<file path="src/rtl/wishbone_master_adapter.sv">
// Single-outstanding Wishbone classic master: turns one core request into one
// STB/CYC cycle, reporting either the ACKed result or a timeout error.
module wishbone_master_adapter #(
  parameter int TIMEOUT_CYCLES = 16
) (
  input  logic        clk_i,
  input  logic        rst_i,
  input  logic        cpu_req_i,
  input  logic        cpu_we_i,
  input  logic [31:0] cpu_addr_i,
  input  logic [31:0] cpu_wdata_i,
  input  logic [3:0]  cpu_sel_i,
  output logic        cpu_ready_o,
  output logic        cpu_rvalid_o,
  output logic [31:0] cpu_rdata_o,
  output logic        cpu_err_o,
  output logic [31:0] wb_addr_o,
  output logic [31:0] wb_data_o,
  input  logic [31:0] wb_data_i,
  output logic        wb_we_o,
  output logic [3:0]  wb_sel_o,
  output logic        wb_stb_o,
  output logic        wb_cyc_o,
  input  logic        wb_ack_i
);

  typedef enum logic [1:0] {
    IDLE = 2'd0,
    BUS  = 2'd1,
    RESP = 2'd2
  } state_t;

  // Last wait cycle; leaving BUS here keeps the 8-bit counter from ever wrapping.
  localparam logic [7:0] TO_LAST = 8'(TIMEOUT_CYCLES - 1);

  state_t      r_state;
  state_t      w_state_nxt;
  logic [31:0] r_addr;
  logic [31:0] r_wdata;
  logic [31:0] r_rdata;
  logic        r_we;
  logic [3:0]  r_sel;
  logic        r_err;
  logic [7:0]  r_cnt;
  logic        w_accept;
  logic        w_ack;
  logic        w_timeout;

  always_ff @(posedge clk_i or posedge rst_i) begin
    if (rst_i) begin
      r_state <= IDLE;
    end else begin
      r_state <= w_state_nxt;
    end
  end

  always_comb begin
    w_state_nxt  = r_state;
    w_accept     = 1'b0;
    w_ack        = 1'b0;
    w_timeout    = 1'b0;
    cpu_ready_o  = 1'b0;
    cpu_rvalid_o = 1'b0;
    wb_stb_o     = 1'b0;
    wb_cyc_o     = 1'b0;
    case (r_state)
      IDLE: begin
        cpu_ready_o = 1'b1;
        if (cpu_req_i) begin
          w_accept    = 1'b1;
          w_state_nxt = BUS;
        end
      end
      BUS: begin
        wb_stb_o = 1'b1;
        wb_cyc_o = 1'b1;
        // ACK has priority over a timeout landing on the same cycle.
        if (wb_ack_i) begin
          w_ack       = 1'b1;
          w_state_nxt = RESP;
        end else if (r_cnt == TO_LAST) begin
          w_timeout   = 1'b1;
          w_state_nxt = RESP;
        end
      end
      RESP: begin
        cpu_rvalid_o = 1'b1;
        w_state_nxt  = IDLE;
      end
      default: begin
        w_state_nxt = IDLE;
      end
    endcase
  end

  always_ff @(posedge clk_i or posedge rst_i) begin
    if (rst_i) begin
      r_addr  <= 32'h0;
      r_wdata <= 32'h0;
      r_we    <= 1'b0;
      r_sel   <= 4'h0;
      r_cnt   <= 8'h0;
      r_rdata <= 32'h0;
      r_err   <= 1'b0;
    end else begin
      if (w_accept) begin
        r_addr  <= cpu_addr_i;
        r_wdata <= cpu_wdata_i;
        r_we    <= cpu_we_i;
        r_sel   <= cpu_sel_i;
        r_cnt   <= 8'h0;
      end else if ((r_state == BUS) && !w_ack && !w_timeout) begin
        r_cnt <= r_cnt + 8'h1;
      end
      // Write ACKs leave the previous read data visible.
      if (w_ack) begin
        r_err <= 1'b0;
        if (!r_we) begin
          r_rdata <= wb_data_i;
        end
      end else if (w_timeout) begin
        r_err   <= 1'b1;
        r_rdata <= 32'h0;
      end
    end
  end

  assign wb_addr_o   = r_addr;
  assign wb_data_o   = r_wdata;
  assign wb_we_o     = r_we;
  assign wb_sel_o    = r_sel;
  assign cpu_rdata_o = r_rdata;
  assign cpu_err_o   = r_err;

endmodule

</file>
<file path="config.mk">
export PLATFORM = sky130hd
export DESIGN_NAME = wishbone_master_adapter
export DESIGN_NICKNAME = d
export VERILOG_FILES = /design/src/rtl/wishbone_master_adapter.sv
export SDC_FILE = /design/constraint.sdc
export NUM_CORES = 1
export LEC_CHECK = 0
export CAP_MARGIN = 0
export CORE_MARGIN = 3
export CORE_UTILIZATION = 37
export DETAILED_ROUTE_END_ITERATION = 16
export GPL_ROUTABILITY_DRIVEN = 0
export HOLD_SLACK_MARGIN = 0.02
export MAX_ROUTING_LAYER = met4
export PLACE_DENSITY = 0.87
export SYNTH_ARGS = -nofsm -noshare
export SYNTH_HDL_FRONTEND = slang
export SYNTH_SLANG_ARGS = --single-unit
</file>
<file path="constraint.sdc">
create_clock -name clk_i -period 3.2 [get_ports clk_i]
set_input_delay 0.32 -clock clk_i [delete_from_list [all_inputs] [get_ports clk_i]]
set_output_delay 0.32 -clock clk_i [all_outputs]
set_load 0.005 [all_outputs]
</file>
==> impl_summary.txt <==
----------------------------------------------------
[Clock network]
  Buffer type at the clock tree root ... clkbuf_16
  Hold buffers post-CTS ... 0
  Number of instances resized during post-cts repair ... 0
  Clock sinks ... 112
  Worst-skew pair later-pin latency ... 0.34 ns
  CTS H-Tree Depth ... 3
  Clock buffer count from CTS ... 9
  Clock-pin transition on the worst setup and hold timing paths ... 0.07 ns
  Clock tree from TritonCTS ... built
  Post-CTS Setup Repair Bufs ... 0
  Maximum buffer depth of the clock tree ... 2

[Global routing]
  Number of global-route vias before repair ... 4,126
  Aggregate global routing overflow ... 0
  Global-route usage over all layers ... 0.193
  Largest net degree at the start of global routing ... 79
  Initial antenna violation count ... 0
  Wire length of the first global-routing pass ... 20.1 mm

[Run]
  Maximum Capacitance Violations ... 0

[Placement]
  I/O Buffers ... 210
  Post-Place Worst Slack ... 1.14 ns
  Half-perimeter wire length of the detailed placement result ... 9.05 mm

[Synthesis]
  Number of cells produced by synthesis ... 461
  Register bit count reported by yosys ... 112
  Share of the yosys chip area belonging to registers ... 0.617
  Count of distinct cell types in the synthesized netlist ... 33
  Cell Area, Synth ... 0.00454 mm²
  Post-synthesis net count ... 567
  Number of synthesis warnings ... 0
  Mean cell area of the mapped netlist ... 9.85 µm²

[Pwr]
  Static leakage ... 3.19 nW
  Power density cells ... 834 mW/mm²
  Peak ir drop on the vdd network ... 0.541 mV

[Finish]
  Register cell area after layout ... 0.00280 mm²
  Layout filler cell count ... 961
  Post-layout net count ... 768
  Fraction of final layout cells sized beyond drive strength 1 ... 0.0405
  Area of the multi-input gates ... 0.00162 mm²
  Synth-to-layout area growth ... 56.3%
  Antenna cell count ... 0

[Setup path]
  Cells along the critical path ... nand2b_1 -> inv_1 -> clkdlybuf4s50_1
  Standard cell with the maximum stage delay on the critical path ... clkdlybuf4s50_1
  Element type at the critical path start ... flop
  Required arrival time at the worst endpoint ... 2.88 ns
  Kind of cell adding the most delay to the critical path ... buffers and inverters
  Worst-case register-to-register setup slack ... 1.31 ns
  Biggest cell delay along the critical path ... 0.55 ns
  WS Path Type ... reg2out
  Endpoint of the worst-slack reg-to-reg timing path ... cpu_rdata_o[29]$_DFFE_PP0P_
  CP endpoint kind ... output port
  Critical path buffers and inverters ... 2
  Crit-path max FO ... 7
  Arrival @ worst endpoint ... 1.67 ns
  Startpoint of the worst register-to-register path ... r_cnt[4]$_DFFE_PP0P_
  Number of cells on the worst reg-to-reg path ... 4

[Routing]
  Number of design-rule violations left by the first detailed-router iteration ... 193
  Final wirelength ... 12.7 mm
  Number of nets with antenna violations after routing ... 0
  Number of vias in the routed layout ... 3,991
  Count of unresolved DRC violations after routing ... 0
  DRT Pass-1 Iters ... 4
  WL/cell ... 15.7 µm
  Mean number of vias per cell ... 4.93

[Timing]
  Post-route clock skew ... 0.00255 ns
  Final cycle utilization of the critical path ... 0.623
  Number of failing hold endpoints at the final stage ... 0
  Peak Freq ... 0.502 GHz
  Worst Tran Pin Value ... 0.883 ns
  Worst-case setup margin in the final layout ... 1.21 ns
  Worst slew margin relative to its limit ... 0.410
  Final max-slew violation count ... 0
  Total Negative Setup Slacks ... 0 ns
  Worst hold slack ... 0.472 ns
  Number of setup violations in the final report ... 0
  Unrepaired setup endpoints after global routing ... no
  Final worst path period need ... 1.99 ns

[Hold path]
  Hold wc startpoint ... wb_data_o[26]$_DFFE_PP0P_
  Worst-case hold path end point ... wb_data_o[26]$_DFFE_PP0P_
  Worst hold path stage count ... 2
  HP Class ... reg2reg

[Floorplanning]
  Boundary pin count ... 211
  Initial Utilization ... 0.388
  Die height ... 117 µm
  Number of core rows ... 39
  Width of the chip ... 117 µm
  DIE AREA ... 0.0136 mm²
  Core area ... 0.0117 mm²

[Status]
  Result of the run ... complete, no violations

----------------------------------------------------
worst max-delay path by stage:
stage          depth (start not counted)  slack, ns                    from                    end
2_1_floorplan                          1       1.52                   rst_i  cpu_err_o$_DFFE_PP0P_
3_3_place_gp                           5       1.16               cpu_req_i   r_cnt[4]$_DFFE_PP0P_
3_5_place_dp                           5       1.14               cpu_req_i   r_cnt[4]$_DFFE_PP0P_
4_1_cts                                3       1.18  r_state[1]$_DFFE_PP0P_               wb_cyc_o
5_1_grt                                3       1.09  r_state[1]$_DFFE_PP0P_               wb_cyc_o
6_report                               3       1.21  r_state[1]$_DFFE_PP0P_               wb_cyc_o
kinds of logic (layout without fill, tap and decap cells):
group | after synthesis | count (layout) | synth area share
and+or+nand+nor | 266 | 266 | 0.252
DFF | 112 | 112 | 0.617
AOI/OAI and AO/OA | 44 | 44 | 0.0877
buffers and inverters | 33 | 239 | 0.0295
muxes | 5 | 5 | 0.0110
adders and majority gates | 1 | 1 | 0.00276
layout make-up:
class                           instances  share of cell area
Sequential cell                       112               0.395
Timing Repair Buffer                  217               0.307
Multi-Input combinational cell        316               0.228
Clock buffer                           14              0.0386
Tap cell                              143              0.0252
Inverter                                6             0.00370
Clock inverter                          2             0.00176
cells in the mapped netlist, drive strengths merged:
cell type    n  area (µm²)
a211oi       1        7.51
a21o         1        7.51
a21oi        3        15.0
a221o       32         320
a31oi        3        18.8
and2        32         200
and3         1        6.26
buf          9        43.8
clkbuf      18        67.6
dfrtp      112        2800
ha           1        12.5
inv          6        22.5
mux2i        5        50.1
nand2      215         807
nand2b       2        12.5
nand3        2        10.0
nand4        1        6.26
nor2         2        7.51
nor2b        2        12.5
nor3         2        10.0
nor3b        1        7.51
nor4         2        27.5
nor4bb       1        10.0
o211ai       1        7.51
o21ai        1        5.00
o31ai        1        7.51
o41ai        1        8.76
or3b         2        17.5
or4          1        7.51
report_power, final:
group / total (mW) / switching, mW / leakage, nW / internal (mW)
Sequential: 2.38 / 0.389 / 1.32 / 2.00
Combinational: 2.46 / 0.936 / 1.73 / 1.52
Clock: 1.07 / 0.478 / 0.139 / 0.592
layout by cell type (no fill, tap or decap), types with 3 or more instances in the layout:
master / n
nand2_1: 215
clkdlybuf4s50_1: 210
dfrtp_1: 112
and2_1: 32
a221o_1: 32
clkbuf_16: 9
inv_1: 5
mux2i_1: 5
buf_4: 5
a21oi_1: 3
clkbuf_8: 3
metrics by stage:
stage	std cells	power, mW	instance area [µm²]	utilization
after floorplan	461	3.28	4540	-
after global placement	794	4.77	6810	0.581
after detailed placement	794	4.87	6810	0.581
after CTS	810	6.00	7090	0.606
after global routing	810	6.33	7090	0.606
final	810	5.91	7090	0.606
flip-flops by register name, indices dropped and copies added, names as in the netlist:
register / cells
wb_addr_o: 32
r_cnt: 8
wb_data_o: 32
cpu_err_o: 1
cpu_rdata_o: 32
wb_we_o: 1
r_state: 2
wb_sel_o: 4
worst reg2reg max path: stages (launching register included):
cell,delay [ns]
dfrtp_1,0.46
nor4_4,0.49
a31oi_2,0.14
buf_4,0.26
a221o_1,0.42
layer usage:
layer	up-vias	GRT usage	part of all wire
li1	1907	-	-
met1	1931	0.224	0.41
met2	145	0.320	0.50
met3	8	0.0793	0.085
met4	0	0.0344	0.0078
met5	-	-	0
No activity file was read; power rests on OpenSTA's default activity.
